<file path="src/rtl/rmii_frame_capture.sv">
// RMII receive sniffer: aligns on preamble/SFD, assembles LSB-first dibits into
// bytes and keeps the first C_bytes bytes of each frame plus length/count status.
module rmii_frame_capture #(
    parameter int unsigned C_bytes     = 64,
    parameter int unsigned C_sfd_align = 1,
    parameter int unsigned C_hold      = 0
) (
    input  logic                   clk,
    input  logic                   reset,
    input  logic                   crs_dv,
    input  logic [1:0]             rxd,
    input  logic                   rearm,
    output logic [8*C_bytes-1:0]   data,
    output logic [15:0]            frame_len,
    output logic [15:0]            frame_count,
    output logic                   valid,
    output logic                   busy
);

    typedef enum logic [1:0] {
        IDLE,
        PREAMBLE,
        DATA,
        HOLD
    } state_t;

    state_t      state;
    logic [15:0] byte_cnt;
    logic [1:0]  dibit_cnt;
    logic [5:0]  shift;
    logic        seen_01;

    always_ff @(posedge clk) begin
        if (reset) begin
            state       <= IDLE;
            data        <= '0;
            frame_len   <= '0;
            frame_count <= '0;
            valid       <= 1'b0;
            busy        <= 1'b0;
            byte_cnt    <= '0;
            dibit_cnt   <= '0;
            shift       <= '0;
            seen_01     <= 1'b0;
        end else begin
            case (state)
                IDLE: begin
                    if (crs_dv) begin
                        busy     <= 1'b1;
                        byte_cnt <= '0;
                        if (C_sfd_align != 0) begin
                            state   <= PREAMBLE;
                            seen_01 <= 1'b0;
                        end else begin
                            // raw mode: this very dibit is d0 of byte 0
                            state       <= DATA;
                            shift[1:0]  <= rxd;
                            dibit_cnt   <= 2'd1;
                        end
                    end
                end

                PREAMBLE: begin
                    if (!crs_dv) begin
                        state <= IDLE;
                        busy  <= 1'b0;
                    end else if (rxd == 2'b11 && seen_01) begin
                        state     <= DATA;
                        byte_cnt  <= '0;
                        dibit_cnt <= '0;
                    end else if (rxd == 2'b01) begin
                        seen_01 <= 1'b1;
                    end
                end

                DATA: begin
                    if (crs_dv) begin
                        dibit_cnt <= dibit_cnt + 2'd1;
                        case (dibit_cnt)
                            2'd0: shift[1:0] <= rxd;
                            2'd1: shift[3:2] <= rxd;
                            2'd2: shift[5:4] <= rxd;
                            default: begin
                                for (int unsigned k = 0; k < C_bytes; k++) begin
                                    if (byte_cnt == 16'(k))
                                        data[8*k +: 8] <= {rxd, shift};
                                end
                                // saturates so frame_len tops out at 65535
                                if (byte_cnt != 16'hFFFF)
                                    byte_cnt <= byte_cnt + 16'd1;
                            end
                        endcase
                    end else begin
                        frame_len   <= byte_cnt;
                        frame_count <= frame_count + 16'd1;
                        valid       <= 1'b1;
                        busy        <= 1'b0;
                        dibit_cnt   <= '0;
                        if (C_hold != 0)
                            state <= HOLD;
                        else
                            state <= IDLE;
                    end
                end

                HOLD: begin
                    if (rearm) begin
                        valid <= 1'b0;
                        if (crs_dv) begin
                            state   <= PREAMBLE;
                            busy    <= 1'b1;
                            seen_01 <= 1'b0;
                        end else begin
                            state <= IDLE;
                        end
                    end
                end

                default: begin
                    state <= IDLE;
                    busy  <= 1'b0;
                end
            endcase
        end
    end

endmodule

</file>
<file path="config.mk">
export PLATFORM = sky130hd
export DESIGN_NAME = rmii_frame_capture
export DESIGN_NICKNAME = d
export VERILOG_FILES = /design/src/rtl/rmii_frame_capture.sv
export SDC_FILE = /design/constraint.sdc
export NUM_CORES = 1
export LEC_CHECK = 0
export CORE_UTILIZATION = 49
export DETAILED_ROUTE_END_ITERATION = 6
export PLACE_DENSITY = 0.8
export SYNTH_ARGS = -nofsm -noshare
export SYNTH_HDL_FRONTEND = slang
export SYNTH_SLANG_ARGS = --single-unit
</file>
<file path="constraint.sdc">
create_clock -name clk -period 3.2 [get_ports clk]
set_input_delay 0.64 -clock clk [delete_from_list [all_inputs] [get_ports clk]]
set_output_delay 0.64 -clock clk [all_outputs]
set_load 0.02 [all_outputs]
</file>
==> results of run 1 <==
## placed cells by master, fill, tap and decap left out, types with 9 or more instances in the layout
| cell type | synthesis | final |
|---|---|---|
| nor2_1 | 520 | 520 |
| clkbuf_16 | 0 | 57 |
| mux2i_1 | 486 | 486 |
| nand4_1 | 23 | 23 |
| clkdlybuf4s50_1 | 0 | 548 |
| clkbuf_8 | 0 | 19 |
| nand3_1 | 24 | 24 |
| ha_1 | 14 | 14 |
| a21oi_1 | 60 | 60 |
| dfxtp_1 | 573 | 567 |
| nor3_4 | 21 | 21 |
| nand2_1 | 92 | 92 |
| o311ai_0 | 9 | 9 |
| inv_1 | 13 | 13 |
| nor2_2 | 25 | 25 |
| buf_4 | 4 | 64 |
| and3_1 | 9 | 9 |
| o21ai_0 | 39 | 39 |
| clkinv_2 | 0 | 10 |
## critical path: stages (launching register included)
cell	delay [ns]
dfxtp_1	0.34
inv_1	0.14
ha_1	0.27
and3_1	0.27
nand4_1	0.60
nor2_1	0.65
nand2_1	0.15
a21oi_1	0.19
## through the flow
step                hold WS (ns)  utilization [%]
floorplan                 0.4648                -
global placement          0.4454            64.29
detailed placement        0.4496            64.29
CTS                       0.3920            68.98
global route              0.4089            68.99
finish                    0.4099            69.00
## worst paths after layout
path	to	slack (ns)	cells past startpoint
worst min-delay path	frame_count[8]$_SDFFE_PP0P_	0.41	2
worst max register to register	data[114]$_SDFFE_PP0P_	0.51	7
worst max-delay path	data[114]$_SDFFE_PP0P_	0.51	7
worst min register to register	frame_len[6]$_SDFFE_PP0P_	0.46	2
## power by group
group	internal [mW]	switching [mW]	leakage, nW	total [mW]
logic	0.0566	0.229	4.69	0.285
registers	7.14	0.00732	4.62	7.14
clock network	4.34	2.85	1.01	7.19
total	11.5	3.09	10.3	14.6
## synth_stat cells (all sizes together) (14+ instances only)
| cell type | n | area, sq um |
|---|---|---|
| ha | 14 | 175.2 |
| buf | 21 | 111.4 |
| dfxtp | 573 | 11470 |
| o21ai | 39 | 195.2 |
| nor2 | 545 | 2108 |
| nand4 | 23 | 143.9 |
| nor3 | 31 | 406.6 |
| nand2 | 96 | 370.3 |
| clkbuf | 144 | 540.5 |
| mux2i | 486 | 4865 |
| a21oi | 60 | 300.3 |
| nand3 | 25 | 130.1 |
## logic make-up after synthesis
kind of cell	synth area share, %
buf+inv	3.252
simple gates	16.17
fa+ha+maj	0.8087
compound gates	3.778
flops	52.96
mux	22.46
xor+xnor	0.5661
## sequential cells by signal (all words and copies together) (netlist names)
name and count:
frame_count 16, busy 1, seen_01 1, byte_cnt 16
frame_len 16, data 512, dibit_cnt 2, valid 1
shift 6, state 2
## metal layers
metal  vias up  share of wire (%)  global-route usage (%)
met5         -                  0                       0
met1      8715                 39                   35.88
met4         0                5.2                   16.45
met2       715                 49                   52.87
met3       198                7.3                   7.962
li1       8357                  -                       -
## cell type report
type | instances | area share [%]
Antenna cell | 2 | 0.01673
Clock buffer | 82 | 5.717
Clock inverter | 22 | 1.083
Inverter | 14 | 0.1757
Multi-Input combinational cell | 1419 | 31.70
Sequential cell | 573 | 38.37
Tap cell | 585 | 2.447
Timing Repair Buffer | 622 | 20.49
==> flow_summary.yaml, run 1 <==
cts:
  cts_buffers: 57
  cts-resized-gates: 0
  insertion_delay_ns: 0.61
  clk_pin_slew_worst_paths_ns: 0.07
  cts_buffer_depth: 3
  cts.sinks: 573
  postCtsSetupRepairBufs: 0
  cts_tree: "built"
  holdBufCountCts: 0
  cts_root_buffer: "clkbuf_16"
  htree_levels: 2
logic_synthesis:
  syn_avg_cell_area_sq_um: 9.977
  synth_ff_type: "dfxtp_1"
  yosysWarnings: 0
  ys_types: 50
  syn_area_sq_um: 21660
  yosysSeqAreaShare_pct: 52.96
  syn_inst: 2171
  ys_ff_latch: 573
  synth_edf_count: 0
  async_flop_share_pct: 0
  synth_nets: 2191
sta:
  max_slew_margin_pct: 30.08
  finalCriticalPeriod_ns: 2.689
  max_freq_mhz: 371.9
  finalSetupTns_ns: 0
  setup_viol: 0
  tightestPinTransition_ns: 1.049
  hold_viol: 0
  final_max_slew_viol_count: 0
  fin_ws_ns: 0.5112
  clock_skew_ns: 0.02025
  fin_crit_sh_pct: 84.02
  rsz0062_at_grt: "false"
floorplanning:
  ioPinCount: 552
  die_h_um: 212.2
  dieArea_sq_um: 45050
  rows: 76
  coreArea_sq_um: 43360
  die_w_um: 212.2
  initial_utilization_pct: 49.95
placed_design:
  place_congestion: 0.8678
  dp_hpwl_mm: 47.87
  placed_area_sq_um: 27880
  place_inst: 3213
  port_buffers: 551
  pre_cts_ws_ns: 0.1884
route:
  wl_per_cell_um: 21.76
  wl_mm: 72.23
  dr.pass1.iters: 5
  route.detailed.drc: 0
  drtIter0Drc: 1670
  num_vias: 17985
  vias_per_cell: 5.419
  drtAntennaViolNets: 0
final_layout:
  fin_nets: 2707
  fillers: 3251
  stdcell_area_sq_um: 29920
  ff_latch_area_sq_um: 11480
  synthToLayoutAreaGrowth_pct: 38.13
  fin_cells: 3319
  multi_input_comb_area_sq_um: 9484
  drive_above_1_share_pct: 8.565
min_path:
  hold_path.class: "in2reg"
  hold_path_startpoint: "reset"
outcome:
  status: "finished clean"
power_and_ir_drop:
  p_leak_nw: 10.32
  p_total_mw: 14.62
  p_per_area_nw_per_um2: 488.8
  ir_worst_vdd_v: 0.0005750
setup_path:
  reg2reg_from: "state[0]$_SDFFE_PP0P_"
  arrival_ns: 3.21
  path_max_fanout: 11
  worstSetupPathType: "reg2reg"
  end_kind: "flip-flop"
  start_kind: "flip-flop"
  cp.required_ns: 3.72
  setup.worst_path.start: "state[0]$_SDFFE_PP0P_"
global_routing:
  grt_first_pass_wirelength_mm: 106.7
  track_usage_pct: 31.09
  grt_pass1_vias: 17862
  grt_overflow: 0
  antenna_found_initial: 2
  grt_max_degree: 153
flow_run:
  maxCapViolCount: 0
Note: power is estimated with default switching activity, not from simulation.
==> run 2, diff against run 1 <==
==> constraint.sdc (replaced) <==
create_clock -name clk -period 2.6 [get_ports clk]
set_input_delay 0.52 -clock clk [delete_from_list [all_inputs] [get_ports clk]]
set_output_delay 0.52 -clock clk [all_outputs]
set_load 0.02 [all_outputs]
==> run 2 against run 1 <==
Compared with the run above:
- maximum frequency is 8.9% higher
- largest cell class unchanged
- critical path type unchanged
- largest power group is now sequential cells
- sequential cell count stayed put
- clock skew is 0.0015 ns lower
==> flow_summary.yaml, run 2 (synthesis gave the netlist of run 1 again) <==
route:
  drtAntennaViolNets: 0
  num_vias: 18038
  drtIter0Drc: 1196
  route.detailed.drc: 0
  vias_per_cell: 5.340
  dr.pass1.iters: 5
  wl_per_cell_um: 21.40
  wl_mm: 72.28
power_and_ir_drop:
  ir_worst_vdd_v: 0.0005805
  p_leak_nw: 10.66
  p_per_area_nw_per_um2: 568.6
floorplanning:
  initial_utilization_pct: 49.95
  ioPinCount: 552
  coreArea_sq_um: 43360
  die_h_um: 212.2
  die_w_um: 212.2
  rows: 76
  dieArea_sq_um: 45050
placed_design:
  place_congestion: 0.8489
  dp_hpwl_mm: 48.48
  place_inst: 3267
  port_buffers: 551
global_routing:
  grt_first_pass_wirelength_mm: 107.5
  grt_pass1_vias: 17873
  track_usage_pct: 31.14
  grt_overflow: 0
  grt_max_degree: 196
  antenna_found_initial: 2
cts:
  cts_root_buffer: "clkbuf_16"
  insertion_delay_ns: 0.60
  cts.sinks: 573
  cts_tree: "built"
  holdBufCountCts: 0
  htree_levels: 2
  clk_pin_slew_worst_paths_ns: 0.06
  cts_buffers: 58
  cts_buffer_depth: 3
sta:
  hold_slack_ns: 0.2432
  max_slew_margin_pct: 30.90
  setup_viol: 0
  hold_viol: 0
  clock_skew_ns: 0.01878
  max_freq_mhz: 405.0
  fin_crit_sh_pct: 94.96
  tightestPinTransition_ns: 1.037
  rsz0062_at_grt: "false"
  finalCriticalPeriod_ns: 2.469
  final_max_slew_viol_count: 0
min_path:
  hold_path.class: "in2reg"
setup_path:
  arrival_ns: 2.99
  path_max_fanout: 36
  cp.required_ns: 3.12
  reg2reg_to: "data[121]$_SDFFE_PP0P_"
  setup.worst_path.start: "byte_cnt[6]$_SDFFE_PP0P_"
  worstSetupPathType: "reg2reg"
  start_kind: "flip-flop"
  crit_end: "data[121]$_SDFFE_PP0P_"
  rr_worst_depth: 7
  end_kind: "flip-flop"
  reg2reg_slack_ns: 0.13
  reg2reg_from: "byte_cnt[6]$_SDFFE_PP0P_"
final_layout:
  fin_nets: 2762
  utilization_pct: 70.81
  layout_common_cells: "567 x dfxtp_1, 548 x clkdlybuf4s50_1, 520 x nor2_1, 486 x mux2i_1, 92 x nand2_1"
  drive_above_1_share_pct: 10.39
  synthToLayoutAreaGrowth_pct: 41.77
  fillers: 3174
  largest-register: "data"
  largest_reg_flops: 512
  fin_cells: 3378
  mostFrequentLayoutCell: "dfxtp_1"
flow_run:
  maxCapViolCount: 0
outcome:
  status: "finished clean"
==> run 2: critical path, cell delays in order, from the launching register on <==
cell     delay [ns]
dfxtp_1        0.45
nor4_4         0.67
nand3_2        0.16
buf_4          0.28
nor2_1         0.41
buf_4          0.22
nand2_1        0.05
a21oi_1        0.14
==> run 2: how the worst min path moves through the flow <==
stage,depth (start not counted),start,slack [ns],endpoint
2_1_floorplan,2,state[1]$_SDFFE_PP0P_,0.46,state[1]$_SDFFE_PP0P_
5_1_grt,2,reset,0.22,shift[5]$_SDFFE_PP0P_
6_report,2,reset,0.24,shift[0]$_SDFFE_PP0P_
3_5_place_dp,2,frame_len[11]$_SDFFE_PP0P_,0.45,frame_len[11]$_SDFFE_PP0P_
4_1_cts,2,reset,0.19,shift[1]$_SDFFE_PP0P_
3_3_place_gp,2,frame_len[14]$_SDFFE_PP0P_,0.44,frame_len[14]$_SDFFE_PP0P_
==> run 2: stage by stage <==
stage,power (mW),area [sq um],setup WS (ns),TNS [ns]
floorplan,9.223,21660,0.2908,0
global placement,9.346,28780,-0.1016,-2.876
detailed placement,9.353,28780,-0.1330,-6.831
CTS,17.58,30700,0.1533,0
global route,17.94,30700,0.01711,0
finish,17.46,30710,0.1311,0
==> run 2: metal layers <==
metal / global-route usage, % / wire length (um) / share of wire [%] / vias up
met4: 15.01 / 3474 / 4.8 / 0
met1: 36.50 / 28520 / 39 / 8700
met2: 53.32 / 35260 / 49 / 679
met3: 7.489 / 5023 / 6.9 / 175
met5: 0 / 0 / 0 / -
li1: - / - / - / 8484
==> run 2: timing repair <==
item / 4_1_cts / 5_1_grt
resized for setup: 1 / 0
pin swaps: 0 / 1
endpoints found under the setup margin: 1 / 1
setup buffers: 0 / 0
endpoints found under the hold margin: 0 / 0
==> run 2: where the power goes <==
part           leakage (nW)  total [mW]  internal (mW)  switching (mW)
clock                 0.965        8.29           4.81            3.49
sequential             4.62        8.80           8.79          0.0101
combinational          5.08       0.370         0.0861           0.283
total                  10.7        17.5           13.7            3.78
==> run 2: area by class of cell <==
type / instances / area [sq um] / area share, %
clock inverter: 28 / 235.2 / 0.7661
multi-input combinational: 1419 / 9487 / 30.90
inverter: 14 / 52.55 / 0.1711
tap: 585 / 732.0 / 2.384
clock buffer: 81 / 1679 / 5.468
antenna: 2 / 5.005 / 0.01630
sequential: 573 / 11480 / 37.38
timing repair buffer: 676 / 7037 / 22.92
==> run 3, diff against run 2 <==
--- a/config.mk
+++ b/config.mk
@@ -7,6 +7,7 @@
 export LEC_CHECK = 0
 export CORE_UTILIZATION = 49
 export DETAILED_ROUTE_END_ITERATION = 6
+export HOLD_SLACK_MARGIN = 0.02
 export PLACE_DENSITY = 0.8
 export SYNTH_ARGS = -nofsm -noshare
 export SYNTH_HDL_FRONTEND = slang
==> results of run 3 <==
Same layout as run 2: the final DEF is identical, and so are final timing and power.
